**src/rtl/supermic_pkg.sv**
```systemverilog
// Shared definitions for the supermic audio front end.
// Contents: default I2S slot geometry and the I2S receiver FSM state encoding.
package supermic_pkg;

    localparam int unsigned WORD_W_DEF = 32;
    localparam int unsigned PCM_W_DEF  = 22;

    typedef enum logic [1:0] {
        IDLE  = 2'd0,
        DELAY = 2'd1,
        SHIFT = 2'd2,
        HOLD  = 2'd3
    } rx_state_t;

endpackage

```
**src/rtl/i2s_sign_check.sv**
```systemverilog
// Sign-extension consistency checker for a received I2S word.
// Ports:
//   ext_bits   - the sign bit of the PCM sample plus every extension bit above it
//   sign_bad_c - combinational flag, high when those bits are not all equal
module i2s_sign_check #(
    parameter int unsigned EXT_W = 11
) (
    input  logic [EXT_W-1:0] ext_bits,
    output logic             sign_bad_c
);

    // Consistent only when every bit is 0 or every bit is 1.
    assign sign_bad_c = !((&ext_bits) || !(|ext_bits));

endmodule

```
**src/rtl/i2s_rx.sv**
```systemverilog
// I2S receiver: one-bit-delayed MSB-first slot capture with a single-entry
// valid/ready output register.
// Parameters:
//   WORD_W - serial bits per channel slot
//   PCM_W  - significant PCM bits at the LSB end of the slot
// Ports:
//   clk       - system clock, also the serial bit clock (rising edge)
//   rst       - asynchronous active-high reset
//   lr_clk    - word select, 0 = left slot, 1 = right slot
//   sd_in     - serial data, MSB first
//   out_data  - received word
//   out_right - channel of out_data (1 = right)
//   out_valid - out_data holds an unconsumed word
//   out_ready - downstream accept
//   frame_err - one-cycle pulse when a slot ends before WORD_W bits
//   overrun   - one-cycle pulse when a completed word is dropped
//   sign_err  - one-cycle pulse on inconsistent sign extension
// Build option: define SUPERMIC_I2S_RX_SIGN_CHECK_EN to include the sign
// checker; otherwise sign_err is tied to 0.
module i2s_rx
    import supermic_pkg::*;
#(
    parameter int unsigned WORD_W = WORD_W_DEF,
    parameter int unsigned PCM_W  = PCM_W_DEF
) (
    input  logic              clk,
    input  logic              rst,
    input  logic              lr_clk,
    input  logic              sd_in,
    output logic [WORD_W-1:0] out_data,
    output logic              out_right,
    output logic              out_valid,
    input  logic              out_ready,
    output logic              frame_err,
    output logic              overrun,
    output logic              sign_err
);

    localparam int unsigned CNT_W = $clog2(WORD_W);
    localparam logic [CNT_W-1:0] LAST_BIT = CNT_W'(WORD_W - 1);

    // Reject geometries the slot datapath cannot represent.
    if (WORD_W < 2 || PCM_W == 0 || PCM_W > WORD_W) begin : g_bad_geometry
        $error("i2s_rx: need WORD_W >= 2 and 1 <= PCM_W <= WORD_W");
    end

    rx_state_t         state;
    rx_state_t         state_nxt;
    logic              lr_q;
    logic              edge_c;
    logic [WORD_W-2:0] shift_reg;
    logic [CNT_W-1:0]  bit_cnt;
    logic              slot_right;
    logic              capture_c;
    logic              first_bit_c;
    logic              word_done_c;
    logic              short_slot_c;
    logic              load_c;
    logic [WORD_W-1:0] word_c;

    assign edge_c = lr_clk != lr_q;
    // Word as it stands once the current bit is shifted in.
    assign word_c = {shift_reg, sd_in};
    // A completed word is dropped only when the held word is not being taken.
    assign load_c = word_done_c && !(out_valid && !out_ready);

    // State register.
    always_ff @(posedge clk or posedge rst) begin
        if (rst) begin
            state <= IDLE;
        end else begin
            state <= state_nxt;
        end
    end

    // Next-state and slot control; an edge always wins over bit capture.
    always_comb begin
        state_nxt    = state;
        capture_c    = 1'b0;
        first_bit_c  = 1'b0;
        word_done_c  = 1'b0;
        short_slot_c = 1'b0;
        case (state)
            IDLE: begin
                if (edge_c) begin
                    state_nxt = DELAY;
                end
            end
            DELAY: begin
                if (edge_c) begin
                    short_slot_c = 1'b1;
                    state_nxt    = DELAY;
                end else begin
                    capture_c   = 1'b1;
                    first_bit_c = 1'b1;
                    state_nxt   = SHIFT;
                end
            end
            SHIFT: begin
                if (edge_c) begin
                    short_slot_c = 1'b1;
                    state_nxt    = DELAY;
                end else begin
                    capture_c = 1'b1;
                    if (bit_cnt == LAST_BIT) begin
                        word_done_c = 1'b1;
                        state_nxt   = HOLD;
                    end
                end
            end
            HOLD: begin
                if (edge_c) begin
                    state_nxt = DELAY;
                end
            end
            default: begin
                state_nxt = IDLE;
            end
        endcase
    end

    // Edge detector, channel latch, shift register and bit counter.
    always_ff @(posedge clk or posedge rst) begin
        if (rst) begin
            lr_q       <= 1'b0;
            slot_right <= 1'b0;
            shift_reg  <= '0;
            bit_cnt    <= '0;
        end else begin
            lr_q <= lr_clk;
            if (edge_c) begin
                slot_right <= lr_clk;
            end
            if (capture_c) begin
                shift_reg <= word_c[WORD_W-2:0];
                bit_cnt   <= first_bit_c ? CNT_W'(1) : bit_cnt + CNT_W'(1);
            end
        end
    end

    // Output register with single-entry handshake and error pulses.
    always_ff @(posedge clk or posedge rst) begin
        if (rst) begin
            out_data  <= '0;
            out_right <= 1'b0;
            out_valid <= 1'b0;
            frame_err <= 1'b0;
            overrun   <= 1'b0;
        end else begin
            frame_err <= short_slot_c;
            overrun   <= word_done_c && !load_c;
            if (load_c) begin
                out_data  <= word_c;
                out_right <= slot_right;
                out_valid <= 1'b1;
            end else if (out_ready) begin
                out_valid <= 1'b0;
            end
        end
    end

`ifdef SUPERMIC_I2S_RX_SIGN_CHECK_EN
    logic sign_bad_c;

    i2s_sign_check #(
        .EXT_W (WORD_W - PCM_W + 1)
    ) u_sign_check (
        .ext_bits   (word_c[WORD_W-1:PCM_W-1]),
        .sign_bad_c (sign_bad_c)
    );

    // Flag rides along with the load; the word is delivered regardless.
    always_ff @(posedge clk or posedge rst) begin
        if (rst) begin
            sign_err <= 1'b0;
        end else begin
            sign_err <= load_c && sign_bad_c;
        end
    end
`else
    assign sign_err = 1'b0;
`endif

endmodule

```
**config.mk**
```make
export PLATFORM = sky130hd
export DESIGN_NAME = i2s_rx
export DESIGN_NICKNAME = d
export VERILOG_FILES = /design/src/rtl/supermic_pkg.sv /design/src/rtl/i2s_sign_check.sv /design/src/rtl/i2s_rx.sv
export SDC_FILE = /design/constraint.sdc
export NUM_CORES = 1
export LEC_CHECK = 0
export BUFFER_PORTS_ARGS = -buffer_cell sky130_fd_sc_hd__buf_2
export CAP_MARGIN = 10
export CELL_PAD_IN_SITES_DETAIL_PLACEMENT = 1
export CELL_PAD_IN_SITES_GLOBAL_PLACEMENT = 1
export CORE_MARGIN = 4
export CORE_UTILIZATION = 47
export DETAILED_ROUTE_END_ITERATION = 6
export PLACE_DENSITY = 0.8
export SETUP_SLACK_MARGIN = 0.2
export SYNTH_ARGS = -nofsm -noshare
export SYNTH_HDL_FRONTEND = slang
export SYNTH_SLANG_ARGS = --single-unit
```
**constraint.sdc**
```tcl
create_clock -name clk -period 3.1 [get_ports clk]
set_input_delay 0.465 -clock clk [delete_from_list [all_inputs] [get_ports clk]]
set_output_delay 0.465 -clock clk [all_outputs]
set_load 0.05 [all_outputs]
```
Yosys cells after proc, flatten, opt, wreduce, memory -nomap -nowiden
Cells that the tools add are included.
{ "op_classes": {"addsub": 1, "eq_ne": 7, "muxes": 16, "n_reduce_logical": 11} }
{ "ops": {"columns": ["op", "n"], "rows": [
  ["1-bit 2-to-1 mux", 10],
  ["2-bit 2-to-1 mux", 4],
  ["2-bit case mux with 3 select lines", 1],
  ["5-bit by 1-bit adder with 5-bit output (second input constant)", 1],
  ["5-bit equality test (second input constant)", 1],
  ["5-bit 2-to-1 mux", 1],
  ["2-bit equality test (second input constant)", 2],
  ["2-bit OR reduction", 2],
  ["1-bit logical AND", 3],
  ["1-bit logical NOT", 3],
  ["3-bit != test (second input constant)", 1],
  ["2-bit by 1-bit equality test with 1-bit output (second input constant)", 1],
  ["2-bit logical NOT", 1],
  ["2-bit by 1-bit != test with 1-bit output (second input constant)", 1],
  ["2-bit AND reduction", 1],
  ["2-bit nonzero test", 1],
  ["1-bit != test", 1]
]} }
{ "totals": {"register_bits": 76, "inputBits": 5, "out_inout_bits": 37, "elab_cells": 45} }

Logic depth before layout (Yosys ltp)
{ "depth": {"ltp_word": 7, "ltp_mapped": 7} }

Least setup slack after synthesis
OpenSTA, ideal clock, no wires.
{ "synth_path": {"path_kind": "register -> register", "startpoint": "register bit_cnt[0]", "endpoint": "register out_data[0]", "arrival_ps": 1647, "required_ps": 2975, "setup_slack_ps": 1327, "stages_incl_launch_ff": 8, "n_path_buf": 2, "cell_sequence": "dfrtp_1 -> ha_1 -> and3_1 -> ha_1 -> and4_4 -> buf_6 -> buf_12 -> mux2_4"} }
{ "synth_via": {"elab_chain_cells": 5} }
{ "synth_lines": {"columns": ["element", "line_no", "text"], "rows": [
  ["from (decl)", "i2s_rx.sv:52", "logic [CNT_W-1:0] bit_cnt;"],
  ["from (signal assigned)", "i2s_rx.sv:136", "bit_cnt <= first_bit_c ? CNT_W'(1) : bit_cnt + CNT_W'(1);"],
  ["5-bit equality test", "i2s_rx.sv:105", "if (bit_cnt == LAST_BIT) begin"],
  ["1-bit 2-to-1 mux", "i2s_rx.sv:105", null],
  ["1-bit 2-to-1 mux", "i2s_rx.sv:100", "if (edge_c) begin"],
  ["1-bit 2-to-1 mux", "i2s_rx.sv:83", "case (state)"],
  ["1-bit logical AND", "i2s_rx.sv:65", "assign load_c = word_done_c && !(out_valid && !out_ready);"],
  ["to (signal assigned)", "i2s_rx.sv:153", "out_data <= word_c;"],
  ["to (decl)", "i2s_rx.sv:30", "output logic [WORD_W-1:0] out_data,"]
]} }
Every way passes these cells.
A chain may end at the register's enable or synchronous reset.

Worst setup path after layout
{ "layout_path": {"startpoint": "register bit_cnt[0]", "endpoint": "register out_right"} }
{ "layout_via": {"elab_chain_cells": 5} }
{ "layout_lines": {"columns": ["element", "line_no", "text"], "rows": [
  ["5-bit equality test", "i2s_rx.sv:105", null],
  ["1-bit 2-to-1 mux", "i2s_rx.sv:105", null],
  ["1-bit 2-to-1 mux", "i2s_rx.sv:100", null],
  ["1-bit 2-to-1 mux", "i2s_rx.sv:83", null],
  ["1-bit logical AND", "i2s_rx.sv:65", null],
  ["to (signal assigned)", "i2s_rx.sv:154", "out_right <= slot_right;"],
  ["to (decl)", "i2s_rx.sv:31", "output logic out_right,"]
]} }
Every way passes these cells.

==> flow_summary.json <==
{
  "rows": 29,
  "ys_seq_area_frac": 0.6041,
  "gr-usage-all-layers": 0.1617,
  "cp_common_cell": "ha_1",
  "cpMaxStageDelayCell": "and4_4",
  "hpwl_um": 3845,
  "slowest_delay_ns": 0.66,
  "drc": 0,
  "yosysWarnings": 0,
  "period_minus_slack_ns": 2.153,
  "cp_data_required_time_ns": 3.33,
  "path_max_fanout": 33,
  "vias": 1666,
  "largest_reg_flops": 32,
  "fin_ws_ns": 0.9469,
  "syn_avg_cell_area_um2": 15.98,
  "hold_ws_ns": 0.1316,
  "finish.utilization": 0.5539,
  "dp.cells": 306,
  "first_global_vias": 1921,
  "clk_pin_slew_ns": 0.08,
  "cts_hold_buf": 0,
  "place_ws_ns": 0.8960,
  "dpl_cell_area_mm2": 0.003356,
  "dr.pass1.iters": 4,
  "grt_max_degree": 34,
  "multi_input_area_mm2": 0.001120,
  "drive_gt1_frac": 0.5224,
  "hp-class": "in -> async",
  "end_kind": "register",
  "cp_cell_sequence": "ha_1, and3_1, ha_1, and4_4, mux2_2",
  "synth.net_count": 206,
  "wl_um": 5877,
  "fin_nets": 249,
  "setup_viol": 0,
  "ios": 42,
  "cts_root_buf": "clkbuf_8",
  "die_w_um": 89.84,
  "vias_per_cell": 5.174,
  "tightest_slew_ns": 0.6330,
  "p_leak_nw": 1.843,
  "max_freq_mhz": 464.5,
  "finClkSkew_ns": 0.009867,
  "cts_setup_buffers": 0,
  "critical_path_arrival_ns": 2.38,
  "path_class": "reg -> reg",
  "tns_ns": 0,
  "maxSlewHeadroom": 0.5780,
  "antenna_found_initial": 0,
  "final_area_mm2": 0.003557,
  "insertion_delay_ns": 0.35,
  "setup.worst_path.start_class": "register",
  "power_mw": 2.716,
  "synth_area_mm2": 0.003148,
  "gp_congestion": 0.7324,
  "synth_cells": 197,
  "synth_seq_cells": 76,
  "grt_setup_unrepaired": "false",
  "fin_cells": 322,
  "cts.htree.levels": 3,
  "report.final.slew_viol_count": 0,
  "area_growth_pct": 13.00,
  "ir_drop_v": 0.0003506,
  "clockBufferDepth": 2,
  "cts_tree": "yes",
  "start_util": 0.4902,
  "fillers": 612,
  "first_iter_violations": 37,
  "ant_nets": 0,
  "synthDistinctLibCells": 28,
  "io_buffers": 40,
  "maxCapViolations": 0,
  "hold_viol": 0,
  "die_h_um": 89.84,
  "cts_sinks": 76,
  "post_drt_wl_per_cell_um": 18.25,
  "grt_pass1_wl_um": 10100,
  "area.sequential_mm2": 0.001902,
  "core_area_mm2": 0.006422,
  "cts_made_buffers": 9,
  "die_area_mm2": 0.008071,
  "gr-total-overflow": 0,
  "final.period_utilization": 0.6945,
  "num_antenna_cells": 0,
  "status": "finished, final reports clean",
  "post_cts_resized": 0,
  "power.density_mw_per_mm2": 763.5
}
-- layout make-up --
type	count	area share
clock inverter	6	0.01794
timing repair buffer	43	0.06261
tap	77	0.02708
clock buffer	10	0.03869
multi-input combinational	106	0.3148
inverter	4	0.004221
sequential	76	0.5346
-- report_power, final --
part           internal, mW  switching [mW]
combinational         0.307           0.307
sequential             1.19           0.151
clock                 0.392           0.373
-- logic make-up (layout without fill, tap and decap cells) --
family          Yosys count  in the layout  share of synthesized area
mux                      65             65                     0.2679
simple gates             21             21                    0.03696
compound gates           13             13                    0.02584
xor+xnor                  2              2                   0.007951
other cells               1              1                   0.001191
buf+inv                  15             63                    0.04014
fa+ha+maj                 4              4                    0.01590
flops                    76             76                     0.6041
-- cells in the mapped netlist --
cell type  number  share of area
buf_12          3          0.019
and4_4          1         0.0036
mux2_4         30           0.14
o21ai_0         9          0.014
mux2_2         34           0.12
inv_1           4         0.0048
nor2b_1         1         0.0020
nand2_1         3         0.0036
xor2_1          1         0.0028
nand3_1         1         0.0016
nor2_1          6         0.0072
nand4b_1        1         0.0028
buf_6           1         0.0036
buf_2           2         0.0032
xnor2_2         1         0.0052
nor3_1          1         0.0016
o211ai_1        1         0.0024
clkbuf_1        2         0.0024
or3b_2          1         0.0028
ha_1            4          0.016
buf_4           3         0.0072
conb_1          1         0.0012
nand2b_1        4         0.0079
and3_1          2         0.0040
dfrtp_1        76           0.60
o311ai_0        2         0.0056
mux2i_1         1         0.0032
o311a_2         1         0.0036
-- placed cells by master (no fill, tap or decap), types with 2 or more instances in the layout --
master / n
dfrtp_1: 76
buf_2: 40
mux2_2: 34
mux2_4: 30
clkbuf_8: 10
o21ai_0: 9
nor2_1: 6
nand2b_1: 4
ha_1: 4
inv_1: 3
nand2_1: 3
buf_4: 3
o311ai_0: 2
and3_1: 2
clkinvlp_4: 2
clkinv_2: 2
-- critical path: cells and delay by family (launching register included) --
| kind | cells | cell delay, ns |
|---|---|---|
| fa+ha+maj | 2 | 0.38 |
| flops | 1 | 0.40 |
| mux | 1 | 0.41 |
| simple gates | 2 | 0.82 |
-- path summary, 6_finish.rpt --
check | start | slack, ns | end | cells after the start
max in group asynchronous | rst | 2.23 | out_data[25] | 3
hold reg to reg | out_data[19] | 0.51 | out_data[19] | 1
setup / recovery | bit_cnt[0] | 0.95 | out_right | 5
setup reg to reg | bit_cnt[0] | 0.95 | out_right | 5
hold / removal | rst | 0.13 | shift_reg[8] | 2
min in group clk | lr_clk | 0.32 | lr_q | 1
-- metal layers --
metal  GRT usage  part of all wire  up-vias
met3     0.06427             0.042        6
met2      0.2644              0.50       37
met4     0.06130             0.016        0
met1      0.1927              0.44      854
li1            -                 -      769
met5           0                 0        -
(Power assumes the default switching activity.)
